===== src/rtl/alarm_pkg.sv =====
// Shared types and helpers for the alarm controller.
//   state_e        : controller states
//   HH/MM/SS slices: field positions inside a 24-bit BCD HH:MM:SS word
//   bcd_time_valid : true when a BCD word is a legal 24-hour time
package alarm_pkg;

  typedef enum logic [1:0] {
    ST_DISARMED = 2'd0,
    ST_ARMED    = 2'd1,
    ST_RINGING  = 2'd2,
    ST_SNOOZING = 2'd3
  } state_e;

  localparam int HH_MSB = 23;
  localparam int HH_LSB = 16;
  localparam int MM_MSB = 15;
  localparam int MM_LSB = 8;
  localparam int SS_MSB = 7;
  localparam int SS_LSB = 0;

  function automatic logic bcd_time_valid(input logic [23:0] t);
    logic [7:0] hh, mm, ss;
    hh = t[HH_MSB:HH_LSB];
    mm = t[MM_MSB:MM_LSB];
    ss = t[SS_MSB:SS_LSB];
    // Any digit pattern outside 00:00:00 .. 23:59:59 is rejected.
    if (hh[7:4] > 4'd2)                       return 1'b0;
    if (hh[7:4] == 4'd2 && hh[3:0] > 4'd3)    return 1'b0;
    if (mm[7:4] > 4'd5 || ss[7:4] > 4'd5)     return 1'b0;
    if (hh[3:0] > 4'd9 || mm[3:0] > 4'd9 || ss[3:0] > 4'd9) return 1'b0;
    return 1'b1;
  endfunction

endpackage


===== src/rtl/alarm_tick_counter.sv =====
// Loadable saturating counter stepped by the 1 s tick.
//   clk, rst  : clock, async active-high reset (count returns to 0)
//   load      : load load_val (wins over step)
//   load_val  : value to load
//   step      : advance one position (up or down, fixed by UP)
//   target    : terminal value
//   hit       : this step lands the count on target
module alarm_tick_counter #(
  parameter int W  = 8,
  parameter bit UP = 1'b1
) (
  input  logic         clk,
  input  logic         rst,
  input  logic         load,
  input  logic [W-1:0] load_val,
  input  logic         step,
  input  logic [W-1:0] target,
  output logic         hit
);

  logic [W-1:0] cnt_q, cnt_d, cnt_nxt;

  always_comb begin
    // Saturate at either end so the count never wraps.
    if (UP) cnt_nxt = (cnt_q == {W{1'b1}}) ? cnt_q : cnt_q + 1'b1;
    else    cnt_nxt = (cnt_q == '0)        ? cnt_q : cnt_q - 1'b1;

    cnt_d = cnt_q;
    if (load)      cnt_d = load_val;
    else if (step) cnt_d = cnt_nxt;

    hit = step && !load && (cnt_nxt == target);
  end

  always_ff @(posedge clk or posedge rst) begin
    if (rst) cnt_q <= '0;
    else     cnt_q <= cnt_d;
  end

endmodule


===== src/rtl/alarm_unit.sv =====
// Alarm controller fed by the clock block's BCD time word.
//   clk, rst       : clock, async active-high reset
//   tick_1s        : one-cycle pulse per second
//   time_bcd       : running time, BCD HH:MM:SS
//   alarm_set_bcd  : candidate alarm time, loaded by set_alarm
//   set_alarm, arm_toggle, snooze, dismiss : one-cycle command pulses
//   alarm_bcd      : stored alarm time
//   armed, ringing : state indicators
//   buzzer         : tone enable, toggled each second while ringing
//   snoozes_left   : snoozes still available for the current event
//   set_err        : one-cycle pulse for a rejected set_alarm
module alarm_unit
  import alarm_pkg::*;
#(
  parameter int RING_SEC    = 60,
  parameter int SNOOZE_SEC  = 300,
  parameter int MAX_SNOOZES = 3
) (
  input  logic        clk,
  input  logic        rst,
  input  logic        tick_1s,
  input  logic [23:0] time_bcd,
  input  logic [23:0] alarm_set_bcd,
  input  logic        set_alarm,
  input  logic        arm_toggle,
  input  logic        snooze,
  input  logic        dismiss,
  output logic [23:0] alarm_bcd,
  output logic        armed,
  output logic        ringing,
  output logic        buzzer,
  output logic [1:0]  snoozes_left,
  output logic        set_err
);

  localparam int CNT_MAX = (RING_SEC > SNOOZE_SEC) ? RING_SEC : SNOOZE_SEC;
  localparam int CW      = $clog2(CNT_MAX + 1);
  localparam logic [CW-1:0] RING_T  = CW'(RING_SEC);
  localparam logic [CW-1:0] SNZ_T   = CW'(SNOOZE_SEC);
  localparam logic [1:0]    MAX_SNZ = 2'(MAX_SNOOZES);

  state_e      state_q, state_d;
  logic [23:0] alarm_q, alarm_d;
  logic        buzzer_q, buzzer_d;
  logic        set_err_q, set_err_d;
  logic [1:0]  left_q, left_d;
  logic        match_q, match, rise;

  logic ring_load, ring_step, ring_hit;
  logic snz_load, snz_step, snz_hit;

  assign match = (time_bcd == alarm_q);
  assign rise  = match & ~match_q;

  alarm_tick_counter #(.W(CW), .UP(1'b1)) u_ring_cnt (
    .clk(clk), .rst(rst), .load(ring_load), .load_val('0),
    .step(ring_step), .target(RING_T), .hit(ring_hit)
  );

  alarm_tick_counter #(.W(CW), .UP(1'b0)) u_snz_cnt (
    .clk(clk), .rst(rst), .load(snz_load), .load_val(SNZ_T),
    .step(snz_step), .target('0), .hit(snz_hit)
  );

  always_comb begin
    state_d   = state_q;
    alarm_d   = alarm_q;
    buzzer_d  = buzzer_q;
    set_err_d = 1'b0;
    left_d    = left_q;
    ring_load = 1'b0;
    ring_step = 1'b0;
    snz_load  = 1'b0;
    snz_step  = 1'b0;

    // One command acts per cycle; a command that does not apply in the
    // current state falls through so it cannot swallow a tick or a match.
    if (set_alarm) begin
      if (bcd_time_valid(alarm_set_bcd)) begin
        alarm_d = alarm_set_bcd;
        if (state_q == ST_RINGING || state_q == ST_SNOOZING) state_d = ST_ARMED;
      end else begin
        set_err_d = 1'b1;
      end
    end else if (arm_toggle) begin
      state_d = (state_q == ST_DISARMED) ? ST_ARMED : ST_DISARMED;
    end else if (dismiss && (state_q == ST_RINGING || state_q == ST_SNOOZING)) begin
      state_d = ST_ARMED;
    end else if (snooze && state_q == ST_RINGING && left_q != 2'd0) begin
      state_d  = ST_SNOOZING;
      snz_load = 1'b1;
      left_d   = left_q - 2'd1;
    end else begin
      unique case (state_q)
        ST_ARMED: if (rise) begin
          // A tick landing here is not counted: the counter is just loaded.
          state_d   = ST_RINGING;
          ring_load = 1'b1;
          buzzer_d  = 1'b1;
          left_d    = MAX_SNZ;
        end
        ST_RINGING: if (tick_1s) begin
          ring_step = 1'b1;
          buzzer_d  = ~buzzer_q;
          if (ring_hit) state_d = ST_ARMED;
        end
        ST_SNOOZING: if (tick_1s) begin
          snz_step = 1'b1;
          if (snz_hit) begin
            state_d   = ST_RINGING;
            ring_load = 1'b1;
            buzzer_d  = 1'b1;
          end
        end
        default: ;
      endcase
    end

    if (state_d != ST_RINGING) buzzer_d = 1'b0;
  end

  always_ff @(posedge clk or posedge rst) begin
    if (rst) begin
      state_q   <= ST_DISARMED;
      alarm_q   <= 24'h000000;
      buzzer_q  <= 1'b0;
      set_err_q <= 1'b0;
      left_q    <= MAX_SNZ;
      match_q   <= 1'b0;
    end else begin
      state_q   <= state_d;
      alarm_q   <= alarm_d;
      buzzer_q  <= buzzer_d;
      set_err_q <= set_err_d;
      left_q    <= left_d;
      match_q   <= match;
    end
  end

  assign alarm_bcd    = alarm_q;
  assign armed        = (state_q != ST_DISARMED);
  assign ringing      = (state_q == ST_RINGING);
  assign buzzer       = buzzer_q;
  assign snoozes_left = left_q;
  assign set_err      = set_err_q;

endmodule


===== config.mk =====
export PLATFORM = sky130hd
export DESIGN_NAME = alarm_unit
export DESIGN_NICKNAME = d
export VERILOG_FILES = /design/src/rtl/alarm_pkg.sv /design/src/rtl/alarm_tick_counter.sv /design/src/rtl/alarm_unit.sv
export SDC_FILE = /design/constraint.sdc
export NUM_CORES = 1
export LEC_CHECK = 0
export ABC_AREA = 1
export ABC_CLOCK_PERIOD_IN_PS = 2350
export CORE_MARGIN = 5
export CORE_UTILIZATION = 36
export CTS_BUF_LIST = sky130_fd_sc_hd__clkbuf_8 sky130_fd_sc_hd__clkbuf_16
export DETAILED_ROUTE_END_ITERATION = 8
export HOLD_SLACK_MARGIN = 0.1
export PLACE_DENSITY = 0.63
export SLEW_MARGIN = 20
export SYNTH_ARGS = -nofsm -noshare
export SYNTH_HDL_FRONTEND = slang
export SYNTH_SLANG_ARGS = --single-unit

===== constraint.sdc =====
create_clock -name clk -period 2.35 [get_ports clk]
set_input_delay 0.5875 -clock clk [delete_from_list [all_inputs] [get_ports clk]]
set_output_delay 0.5875 -clock clk [all_outputs]
set_load 0.005 [all_outputs]

; After elaboration in Yosys (flattened, before gate mapping)
; Cells that the tools add are included.
[totals]
memories = 0
elab_cells = 147
register_bits = 49
ram_bits = 0
latch_bits = 0
in_bits = 55
mem_bits_ro = 0
[classes]
magnitude_cmp = 7
multipliers = 0
n_eq_ne = 16
shift = 0
div = 0
reduce_logical = 27
bitwise = 6
add_sub_neg = 3
mux = 80
[op_table]
columns = op, n
row1 = two-way mux 1 bit, 57
row2 = two-way mux 9 bit, 6
row3 = two-way mux 2 bit, 14
row4 = equality test 24 bit, 1
row5 = logical NOT 9 bit, 2
row6 = "> comparator 4 bit, second input constant", 3
row7 = nonzero test 2 bit, 6
row8 = "adder 9 x 1 -> 9 bit, second input constant", 1
row9 = "equality test 9 x 6 -> 1 bit, second input constant", 1
row10 = "equality test 9 bit, second input constant", 1
row11 = "inequality test 3 x 2 -> 1 bit, second input constant", 3
row12 = AND reduction 9 bit, 1
row13 = "subtractor 9 x 1 -> 9 bit, second input constant", 1
row14 = "> comparator 4 x 2 -> 1 bit, second input constant", 2
row15 = "> comparator 4 x 3 -> 1 bit, second input constant", 2
row16 = logical AND 1 bit, 8
row17 = "inequality test 2 x 1 -> 1 bit, second input constant", 4
row18 = one-hot mux 2 bit (3 select lines), 1
row19 = inverter 1 bit, 5
row20 = AND reduction 5 bit, 1
row21 = "equality test 2 bit, second input constant", 2
row22 = "equality test 4 x 2 -> 1 bit, second input constant", 1
row23 = logical OR 1 bit, 4
row24 = nonzero test 4 bit, 1
row25 = other kinds (10), 11

; Depth between registers and ports, before layout
[depth]
depth_word = 30
ltp_mapped = 16
depth_no_buf = 16

; Modules after synthesis
; From an unflattened synthesis, not the netlist that was laid out.
[unflattened]
hier_cells = 500
hier_area_um2 = 3478.3
[by_module_without_submodules]
columns = module, area_each_um2, cells_per_inst, instances
row1 = alarm_unit, 1866.8, 249, 1
row2 = alarm_tick_counter at u_ring_cnt, 810.8, 130, 1
row3 = alarm_tick_counter at u_snz_cnt, 800.8, 121, 1

; Worst setup path before layout
; Ideal clock, no wire load.
[synth_timing]
kind = register -> register
from = register u_snz_cnt.cnt_q[0]
to = register buzzer_q, in the netlist buzzer
slack_ns = 0.427
path_stages_with_launch = 16
setup_time_ns = 0.114
arrival_ns = 1.809
t_required_ns = 2.236
path_buffers = 0
path_cell_list = dfrtp_1 -> inv_1 -> ha_1 -> nand2_1 -> nor2_1 -> nand3_2 -> nand2_1 -> nand2_1 -> nor2_1 -> nand4_2 -> nand2_2 -> nand2_2 -> nand2_1 -> nand2_1 -> nand2_1 -> nor2_2
[synth_via]
elab_chain_cells = 24
word_cells_on_any_way = 36
cone_classes = add/sub: 1 / eq/ne: 9 / mux: 18 / reduce/logical: 8
[synth_lines]
columns = item, line_no
row1 = from (decl), alarm_tick_counter.sv:21  ; logic [W-1:0] cnt_q, cnt_d, cnt_nxt;
row2 = from (signal assigned), alarm_tick_counter.sv:37  ; else cnt_q <= cnt_d;
row3 = subtractor 9 x 1 -> 9 bit or logical NOT 9 bit (tied branches), alarm_tick_counter.sv:26  ; else cnt_nxt = (cnt_q == '0) ? cnt_q : cnt_q - 1'b1;
row4 = two-way mux 9 bit (*), alarm_tick_counter.sv:26
row5 = logical NOT 9 bit (*), alarm_tick_counter.sv:32  ; hit = step && !load && (cnt_nxt == target);
row6 = logical AND 1 bit (*), alarm_tick_counter.sv:32
row7 = two-way mux 1 bit, alarm_unit.sv:109  ; if (snz_hit) begin
row8 = two-way mux 1 bit, alarm_unit.sv:107  ; ST_SNOOZING: if (tick_1s) begin
row9 = one-hot mux 1 bit (2 select lines), alarm_unit.sv:94  ; unique case (state_q)
row10 = two-way mux 1 bit, alarm_unit.sv:89  ; end else if (snooze && state_q == ST_RINGING && left_q != 2'd0) begin
row11 = [... 8 more ...], -
row12 = one-hot mux 2 bit (3 select lines), alarm_unit.sv:94
row13 = two-way mux 2 bit, alarm_unit.sv:89
row14 = two-way mux 2 bit, alarm_unit.sv:87  ; end else if (dismiss && (state_q == ST_RINGING || state_q == ST_SNOOZING)) begin
row15 = two-way mux 2 bit, alarm_unit.sv:85  ; end else if (arm_toggle) begin
row16 = two-way mux 2 bit, alarm_unit.sv:78  ; if (set_alarm) begin
row17 = inequality test 2 bit, alarm_unit.sv:119  ; if (state_d != ST_RINGING) buzzer_d = 1'b0;
row18 = "inequality test 3 x 2 -> 1 bit (no line), or another cell as far along", -
row19 = AND reduction 9 bit (no line), -
row20 = to (signal assigned), alarm_unit.sv:133  ; buzzer_q <= buzzer_d;
row21 = to (decl), alarm_unit.sv:44  ; logic buzzer_q, buzzer_d;
; Mark *: on every way between the ends. The rest lies on a longest branch, timed or not.
; A chain may end at the register's enable or synchronous reset.

; Worst setup path after layout
[layout_timing]
from = register state_q[1]
to = output port armed
[layout_via]
elab_chain_cells = 1
[layout_lines]
columns = item, line_no
row1 = from (decl), alarm_unit.sv:42  ; state_e state_q, state_d;
row2 = from (signal assigned), alarm_unit.sv:131  ; state_q <= state_d;
row3 = nonzero test 2 bit, alarm_unit.sv:141  ; assign armed = (state_q != ST_DISARMED);
row4 = to (decl), alarm_unit.sv:29  ; output logic armed,
; No other way between the ends.

==> out/metrics.cfg <==
[cells_and_area]
syn_to_final_growth_pct=37.87
nNetsFinal=594
n_antenna_cell=0
drive_gt1_share_pct=8.194
final_util_pct=50.87

[synth]
ys_warn_count=0
synth-seq-area-share_pct=40.73
synth_most_common_cell=nand2_1
synthesis.area_sq_um=3017
synth_nets=496
syn-mean-instance-area_sq_um=6.887
yosys-top-cells-area=dfrtp_1 (39%), nand2_1 (19%), inv_1 (8.2%)
ys_ff_latch=49
synthTopCellsByCount=nand2_1 (154), inv_1 (66), nor2_1 (49)
synth_edf_count=0
synth_flop_cell=dfrtp_1
synth_top_area_share_pct=38.99
synth_cell_type_count=34
yosys.area.top_type=dfrtp_1
synth_cells=438
async_flop_share_pct=100.0

[floorplanning]
coreArea_sq_um=8175
die_w_um=101.5
ios=85
start_util_pct=36.90
rows=33
die_area_sq_um=10310
die_y_um=101.5

[clock_network]
clk_latency_ns=0.31
cts_made_buffers=5
cts_max_path_buffers=2
postCtsHoldBufs=0
cts-root-buf=clkbuf_8
clock-sinks=49
post_cts_buffers=0
clk_pin_slew_ns=0.09
cts_tree=yes
cts.htree.levels=2

[sta]
final.period_utilization_pct=93.71
worst_slew_pin_slew_ns=0.3675
relSlewSlack_pct=75.46
slew_viol_final=0
finClkSkew_ns=0.01126
finalHoldViolations=0
fin_ws_ns=0.1477
min_period_ns=2.202
max_freq_ghz=0.4541
setup_viol=0
rsz0062_at_grt=no

[grt]
grt_usage_pct=16.36
grt_max_degree=35
grt_pass1_vias=2965
gr-total-overflow=0
antenna_found_initial=0
grt_first_pass_wirelength_mm=13.59

[detailed_routing]
first_pass_iters=4
drt_iter0_markers=146
vias=3001
routed_wl_mm=7.913
wire_per_inst_um=12.33
drc=0
via_per_inst=4.674
drtAntennaViolNets=0

[setup_path]
cp-end-kind=output port
crit_chain=inv_1 > nand2_1 > clkdlybuf4s50_1
arrival_ns=1.61
slowest_delay_ns=0.52
critPathKind=reg2out
reg2regPathDepth=15
required_ns=1.76
slowest_stage=dfrtp_1
cp-start-kind=flop
cp_max_fo=8

[power]
p_per_area_nw_per_um2=433.8
p_leak_nw=2.096
total_power_w=0.001804
ir_drop_mv=0.2103

[run_status]
status=finished clean

[placed_design]
io_buffer_count=84
routabilityCongestion=0.9116
post-place-ws_ns=-0.06353
place_hpwl_mm=6.381

[flow_run]
maxCapViolCount=0

[min_path]
hold_class=reg2reg
hold_depth=2

-- flip-flops by register name, indices dropped and copies added (netlist names) --
signal and count:
u_ring_cnt.cnt_q 9, alarm_bcd 24, set_err 1, snoozes_left 2, u_snz_cnt.cnt_q 9, state_q 2, match_q 1, buzzer 1
-- repair_timing --
item / CTS / global route
gates resized for setup: 0 / 3
hold endpoints to repair: 0 / 0
setup endpoints to repair: 0 / 10
-- power by group --
| part | internal [W] | switching, W | total, W |
|---|---|---|---|
| registers | 0.000891 | 0.0000451 | 0.000936 |
| clock network | 0.000203 | 0.000285 | 0.000488 |
| logic | 0.000222 | 0.000159 | 0.000381 |
| total | 0.00132 | 0.000489 | 0.00180 |
-- worst max-delay path: cells and delay by family, from the launching register on --
family	cells	cell delay (ns)
DFF	1	0.52
and+or+nand+nor	1	0.13
buffers and inverters	2	0.66
-- area by class of cell --
| class | count | area (sq um) |
|---|---|---|
| inverters | 69 | 259.0 |
| fillers | 822 | 4016 |
| clock buffers | 5 | 68.82 |
| clock inverters | 3 | 15.01 |
| multi-input cells | 315 | 1513 |
| repair buffers | 96 | 943.4 |
| well taps | 105 | 131.4 |
| flip-flops and latches | 49 | 1229 |
-- routing by layer --
layer,wire length [um],part of all wire [%],vias up,GRT usage [%]
met2,3579,45,96,25.96
met4,82,1.0,0,3.988
li1,-,-,1558,-
met3,730,9.2,7,6.612
met5,0,0,-,0
met1,3521,44,1340,20.91
-- metrics by stage --
step                      TNS (ns)  cell area, sq um  hold slack (ns)  instances
final                            0              4159           0.5055        642
after global routing             0              4159           0.5388        642
after CTS                        0              4146           0.5104        642
after detailed placement   -0.4294              4063           0.4943        634
after global placement    -0.04894              4063           0.4912        634
after floorplan                  0              3017           0.4675        438
-- cell families after synthesis --
| family | synth area share [%] |
|---|---|
| xor+xnor | 3.774 |
| fa+ha+maj | 1.244 |
| compound gates | 10.62 |
| flops | 40.73 |
| simple gates | 34.09 |
| buf+inv | 9.540 |
-- cells in the final DEF (no fill, tap or decap), drive strengths merged --
cell type / count
nand2: 160
clkdlybuf4s50: 84
inv: 70
nor2: 56
dfrtp: 47
o21ai: 35
nand3: 14
buf: 12
xor2: 8
a21oi: 8
nand4: 7
o22ai: 6
xnor2: 5
clkbuf: 5
a22oi: 4
nor3: 3
ha: 3
a22o: 2
dfstp: 2
and2: 2
o31a: 1
o21a: 1
clkinv: 1
clkinvlp: 1
-- final timing paths --
check,startpoint,end,slack [ns]
setup / recovery,state_q[1],armed,0.15
hold / removal,snoozes_left[1],snoozes_left[1],0.51
setup reg to reg,u_snz_cnt.cnt_q[0],buzzer,0.23
hold reg to reg,snoozes_left[1],snoozes_left[1],0.51
max in group asynchronous,rst,u_ring_cnt.cnt_q[6],1.28
min in group asynchronous,rst,u_snz_cnt.cnt_q[1],0.57
No activity file was read; power rests on OpenSTA's default activity.
